`src/rtl/reg_file_pkg.sv`:
```
// Shared helpers for the synchronous register file: address-width derivation
// and the per-byte strobe merge used by both the write path and the bypass path.
package reg_file_pkg;

    function automatic int calc_aw(input int depth);
        int a;
        a = $clog2(depth);
        return (a < 1) ? 1 : a;
    endfunction

    function automatic logic [7:0] merge_byte(input logic [7:0] old_b,
                                              input logic [7:0] new_b,
                                              input logic       en);
        return en ? new_b : old_b;
    endfunction

endpackage

```
`src/rtl/rst_sync.sv`:
```
// Reset-release synchronizer: asserts asynchronously, releases after STAGES
// rising clock edges with rst_in low.
module rst_sync #(
    parameter int STAGES = 2
) (
    input  logic clk,
    input  logic rst_in,
    output logic rst_out
);

    logic [STAGES-1:0] chain;

    always_ff @(posedge clk or posedge rst_in) begin
        if (rst_in) begin
            chain <= '1;
        end else begin
            chain <= {chain[STAGES-2:0], 1'b0};
        end
    end

    assign rst_out = chain[STAGES-1];

endmodule

```
`src/rtl/reg_file_sync.sv`:
```
// Flop-based register file: one byte-strobed write port, two combinational
// read ports, optional write-to-read forwarding and hardwired-zero entry 0.
module reg_file_sync
    import reg_file_pkg::*;
#(
    parameter int              WIDTH       = 64,
    parameter int              DEPTH       = 32,
    parameter logic [WIDTH-1:0] RESET_VAL  = '0,
    parameter int              SYNC_STAGES = 2,
    parameter bit              ZERO_REG0   = 1'b1,
    parameter bit              BYPASS      = 1'b1,
    localparam int             AW          = calc_aw(DEPTH)
) (
    input  logic             clk,
    input  logic             rst,
    output logic             ready,
    input  logic             wen,
    input  logic [AW-1:0]    waddr,
    input  logic [WIDTH-1:0] wdata,
    input  logic [WIDTH/8-1:0] wstrb,
    input  logic [AW-1:0]    raddr1,
    input  logic [AW-1:0]    raddr2,
    output logic [WIDTH-1:0] rdata1,
    output logic [WIDTH-1:0] rdata2
);

    localparam int NB = WIDTH / 8;

    logic             rst_i;
    logic             waddr_ok;
    logic             wr_ok;
    logic [WIDTH-1:0] mem [DEPTH];
    logic [1:0][AW-1:0]    raddr_p;
    logic [1:0][WIDTH-1:0] rdata_p;

    rst_sync #(.STAGES(SYNC_STAGES)) u_rst_sync (
        .clk     (clk),
        .rst_in  (rst),
        .rst_out (rst_i)
    );

    assign ready = ~rst_i;

    // Write port: a write lands on a rising edge with wen=1 and ready=1; the
    // block never back-pressures, so writes offered while ready=0 are dropped.
    always_comb begin
        waddr_ok = 1'b0;
        for (int i = 0; i < DEPTH; i++) begin
            if (waddr == AW'(i) && !(ZERO_REG0 && i == 0)) waddr_ok = 1'b1;
        end
    end

    assign wr_ok = wen & ready & (|wstrb) & waddr_ok;

    always_ff @(posedge clk or posedge rst_i) begin
        if (rst_i) begin
            for (int i = 0; i < DEPTH; i++) mem[i] <= RESET_VAL;
        end else if (wr_ok) begin
            for (int i = 0; i < DEPTH; i++) begin
                if (waddr == AW'(i)) begin
                    for (int b = 0; b < NB; b++) begin
                        mem[i][8*b +: 8] <= merge_byte(mem[i][8*b +: 8], wdata[8*b +: 8], wstrb[b]);
                    end
                end
            end
        end
    end

    assign raddr_p[0] = raddr1;
    assign raddr_p[1] = raddr2;

    // Forwarding reuses the same byte merge, so a read in the write cycle
    // shows exactly what the entry will hold after the edge.
    always_comb begin
        rdata_p = '0;
        for (int p = 0; p < 2; p++) begin
            for (int i = 0; i < DEPTH; i++) begin
                if (raddr_p[p] == AW'(i) && !(ZERO_REG0 && i == 0)) rdata_p[p] = mem[i];
            end
            if (BYPASS && wr_ok && raddr_p[p] == waddr) begin
                for (int b = 0; b < NB; b++) begin
                    rdata_p[p][8*b +: 8] = merge_byte(rdata_p[p][8*b +: 8], wdata[8*b +: 8], wstrb[b]);
                end
            end
        end
    end

    assign rdata1 = rdata_p[0];
    assign rdata2 = rdata_p[1];

endmodule
```
`config.mk`:
```
export PLATFORM = sky130hd
export DESIGN_NAME = reg_file_sync
export DESIGN_NICKNAME = d
export VERILOG_FILES = /design/src/rtl/reg_file_pkg.sv /design/src/rtl/rst_sync.sv /design/src/rtl/reg_file_sync.sv
export SDC_FILE = /design/constraint.sdc
export NUM_CORES = 2
export LEC_CHECK = 0
export ABC_AREA = 1
export BUFFER_PORTS_ARGS = -buffer_cell sky130_fd_sc_hd__buf_2
export CAP_MARGIN = 20
export CORE_UTILIZATION = 50
export DETAILED_ROUTE_END_ITERATION = 8
export PLACE_DENSITY = 0.66
export SLEW_MARGIN = 20
export SYNTH_ARGS = -nofsm -noshare
export SYNTH_HDL_FRONTEND = slang
export SYNTH_SLANG_ARGS = --single-unit
```
`constraint.sdc`:
```
create_clock -name clk -period 66.7 [get_ports clk]
set_input_delay 10.005 -clock clk [delete_from_list [all_inputs] [get_ports clk]]
set_output_delay 10.005 -clock clk [all_outputs]
set_load 0.1 [all_outputs]
```
==> summary.txt <==
Detailed routing
  • Drt wl/cell: 20.5 um
  • DR iter-0 viols: 13072
  • TritonRoute pass-1 iters: 7
  • Via count: 98634
  • Total Wirelength: 351000 um
  • DRC: 0
  • DRT antenna net count: 0
  • Vias per cell: 5.76

Timing
  • Setup TNS: 0 ps
  • Final Cycle Share: 37.6%
  • Final Hold Vio Count: 0
  • Clk_skew: 16.9 ps
  • Maximum clock frequency: 0.0399 GHz
  • Final WS setup: 41610 ps
  • Fin crit period: 25090 ps
  • Slew @ Worst Pin: 1170 ps
  • Final Max Tran Viols: 0
  • RSZ-0062 raised after global routing: no
  • Final setup viols: 0
  • Relative slew slack: 21.8%

Placement
  • I/O Buffers: 218
  • Post-Place Setup Slack: 41790 ps
  • Dpl hpwl: 241000 um
  • Routability cong.: 0.934

Yosys
  • Synth warnings: 0
  • Cell count after synthesis: 14585
  • Share of the synthesized area in the top cell type: 48.4%
  • Avg Cell Area, Syn: 7.04 sq um
  • Register area share after synthesis: 48.4%
  • Synth Cell Area: 0.103 sq mm
  • FF+latch count, synth: 1986
  • Synth cell types: 32
  • Top cells by area, synth: dfrtp_1 (48%), nand2_1 (20%), o21ai_0 (10%)
  • Total nets after synthesis: 14675
  • Synth area leader: dfrtp_1

CTS
  • Clk_lat worst skew: 870 ps
  • Post_cts resized: 0
  • CTS tree: yes
  • Post-CTS Setup Bufs: 0
  • Clock Path Buffers: 3
  • Post-CTS Hold Fix Bufs: 0
  • Inserted Clock Buffers: 210
  • CTS clk-pin slew, worst paths: 60 ps
  • Root buffer cell: clkbuf_16
  • Clk sinks: 1986
  • H-tree levels: 4

Power and ir drop
  • Power density over the cells: 26.3 mW/mm^2
  • Max VDD drop: 0.0000260 V
  • Internal cell power: 2130 uW
  • Clock share of power: 42.2%
  • Comb pwr share: 11.5%
  • Part of the power in registers: 46.3%
  • Switching share of power: 28.3%
  • Tot Pwr: 2970 uW
  • Net Sw Power: 841 uW
  • Leak pwr: 0.0490 uW

Cells and area
  • Layout fillers: 19093
  • Storage cell area: 0.0497 sq mm
  • NumNets Final: 14359
  • Area grow syn2layout: 10.0%
  • Most common cell after layout, fill and taps aside: nand2_1
  • Commonest non-fill, non-tap cells in the layout: nand2_1 (5415), o21ai_0 (2123), dfrtp_1 (1984)
  • Share of layout cells above drive strength 1: 6.01%
  • Multi-input logic area: 0.0458 sq mm

Setup path
  • Arr. time, crit path: 15090 ps
  • Reg2reg setup slack: 60150 ps
  • Worst-path cell chain: buf_2 > inv_2 > nand3_2 > buf_4 > inv_1 > nand2_1 > nand3_1 > nor2_1 > nand4_1 > nor2_1 > nand3_1 > nor3_1 > nand4_1 > nand2_1 > nand4_1 > nor2_1 > nand4_1 > nor2_1 > nand4_1 > nand2_1 > nand3_1 > nand2_1 > nand2_1 > buf_2
  • Critical path class: in -> out
  • Critical Path RT: 56690 ps
  • Worst-path fanout max: 43
  • Setup crit start kind: input port
  • CP endpoint kind: primary output
  • Crit path max-delay cell type: buf_4
  • RR Startpoint: u_rst_sync.chain[1]$_DFF_PP1_
  • CP peak stage delay: 630 ps
  • R2r endpoint: mem[1669]$_DFFE_PP0P_
  • Worst R2R Path Depth: 8

Die
  • Initial core utilization: 50.5%
  • Width of the die: 455 um
  • Num rows: 165
  • DIE HEIGHT: 455 um
  • Io pins: 219
  • Core area: 0.203 sq mm
  • Die footprint: 0.207 sq mm

Run status
  • Outcome: finished clean

Job
  • Maxcap violations: 0

GRT
  • Largest net degree at the start of global routing: 166
  • GRT Residual Overflow: 0
  • Total GRT Usage: 33.5%
  • First-pass GRT wire length: 538000 um
  • Vias in the first global route: 88628
  • Initial antenna violation count: 14

Hold path
  • Min-delay worst type: reg -> async
[cells by family after synthesis]
group	share of synthesized area, %
xor gates and xnor gates	0.0256
DFF	48.4
AOI/OAI and AO/OA	11.5
and+or+nand+nor	32.7
other	0.00365
buffers and inverters	7.33
[metal layers]
metal | GRT usage, % | vias to the layer above | share of wire, %
li1 | - | 45934 | -
met1 | 50.6 | 47035 | 44
met2 | 47.7 | 5009 | 42
met3 | 6.13 | 656 | 11
met4 | 12.2 | 0 | 3.8
met5 | 0 | - | 0
[worst max path at each step]
| stage | startpoint | endpoint | slack (ps) | depth (start not counted) |
|---|---|---|---|---|
| 2_1_floorplan | u_rst_sync.chain[1]$_DFF_PP1_ | mem[0]$_DFFE_PP0P_ | 9770 | 1 |
| 3_3_place_gp | raddr2[4] | rdata2[43] | 41800 | 24 |
| 3_5_place_dp | raddr2[4] | rdata2[43] | 41790 | 24 |
| 4_1_cts | raddr2[4] | rdata2[43] | 41800 | 24 |
| 5_1_grt | raddr2[4] | rdata2[48] | 41360 | 23 |
| 6_report | raddr2[4] | rdata2[43] | 41610 | 24 |
[cell usage after synthesis]
library cell and instances:
nor2_2 7, inv_1 1066, o21ai_1 4, and3_1 2
nor2_1 1710, dfstp_2 2, nor3_1 132, clkbuf_1 834
nand2_1 5428, nand3b_1 3, nor4_1 4, o21ai_0 2123
a21oi_1 231, o221ai_1 2, o22ai_1 5, nand4_1 879
nor3b_1 1, conb_1 1, dfrtp_1 1984, buf_2 54
buf_1 2, nand2_2 1, or2_1 1, clkbuf_2 1
xor2_1 1, nand3_1 47, or2_2 31, inv_2 13
nand3_2 2, clkinv_1 8, buf_4 4, xnor2_1 2
[sequential cells by signal (all words and copies together) (netlist names)]
name,count
mem,1984
u_rst_sync.chain,2
[critical path: cells and delay by family]
| family | cells | cell delay [ps] |
|---|---|---|
| buffers and inverters | 5 | 2080 |
| AND/OR/NAND/NOR | 19 | 2910 |
[layout make-up]
| cell class | instances | share of cell area (%) |
|---|---|---|
| inverters | 1087 | 3.62 |
| repair buffers | 367 | 2.28 |
| well taps | 2672 | 2.96 |
| clock inverters | 79 | 0.977 |
| flip-flops and latches | 1986 | 44.0 |
| multi-input cells | 10617 | 40.6 |
| diodes | 19 | 0.0421 |
| clock buffers | 311 | 5.53 |
[stage by stage]
stage                     hold slack, ps  cells  area (sq um)  utilization, %
final                                237  17138        113000            55.6
after global routing                 244  17132        113000            55.6
after CTS                            236  17100        112000            55.3
after detailed placement             243  16710        105000            51.7
after global placement               233  16709        105000            51.7
after floorplan                      345  14585        103000               -
[power groups by stage]
stage	combinational, uW	sequential, uW	clock, uW
after floorplan	241	1380	0
after global placement	324	1390	0
after detailed placement	333	1390	0
after CTS	334	1370	1270
after global routing	377	1380	1310
final	341	1370	1250
Power figures use the tool's default switching activity.
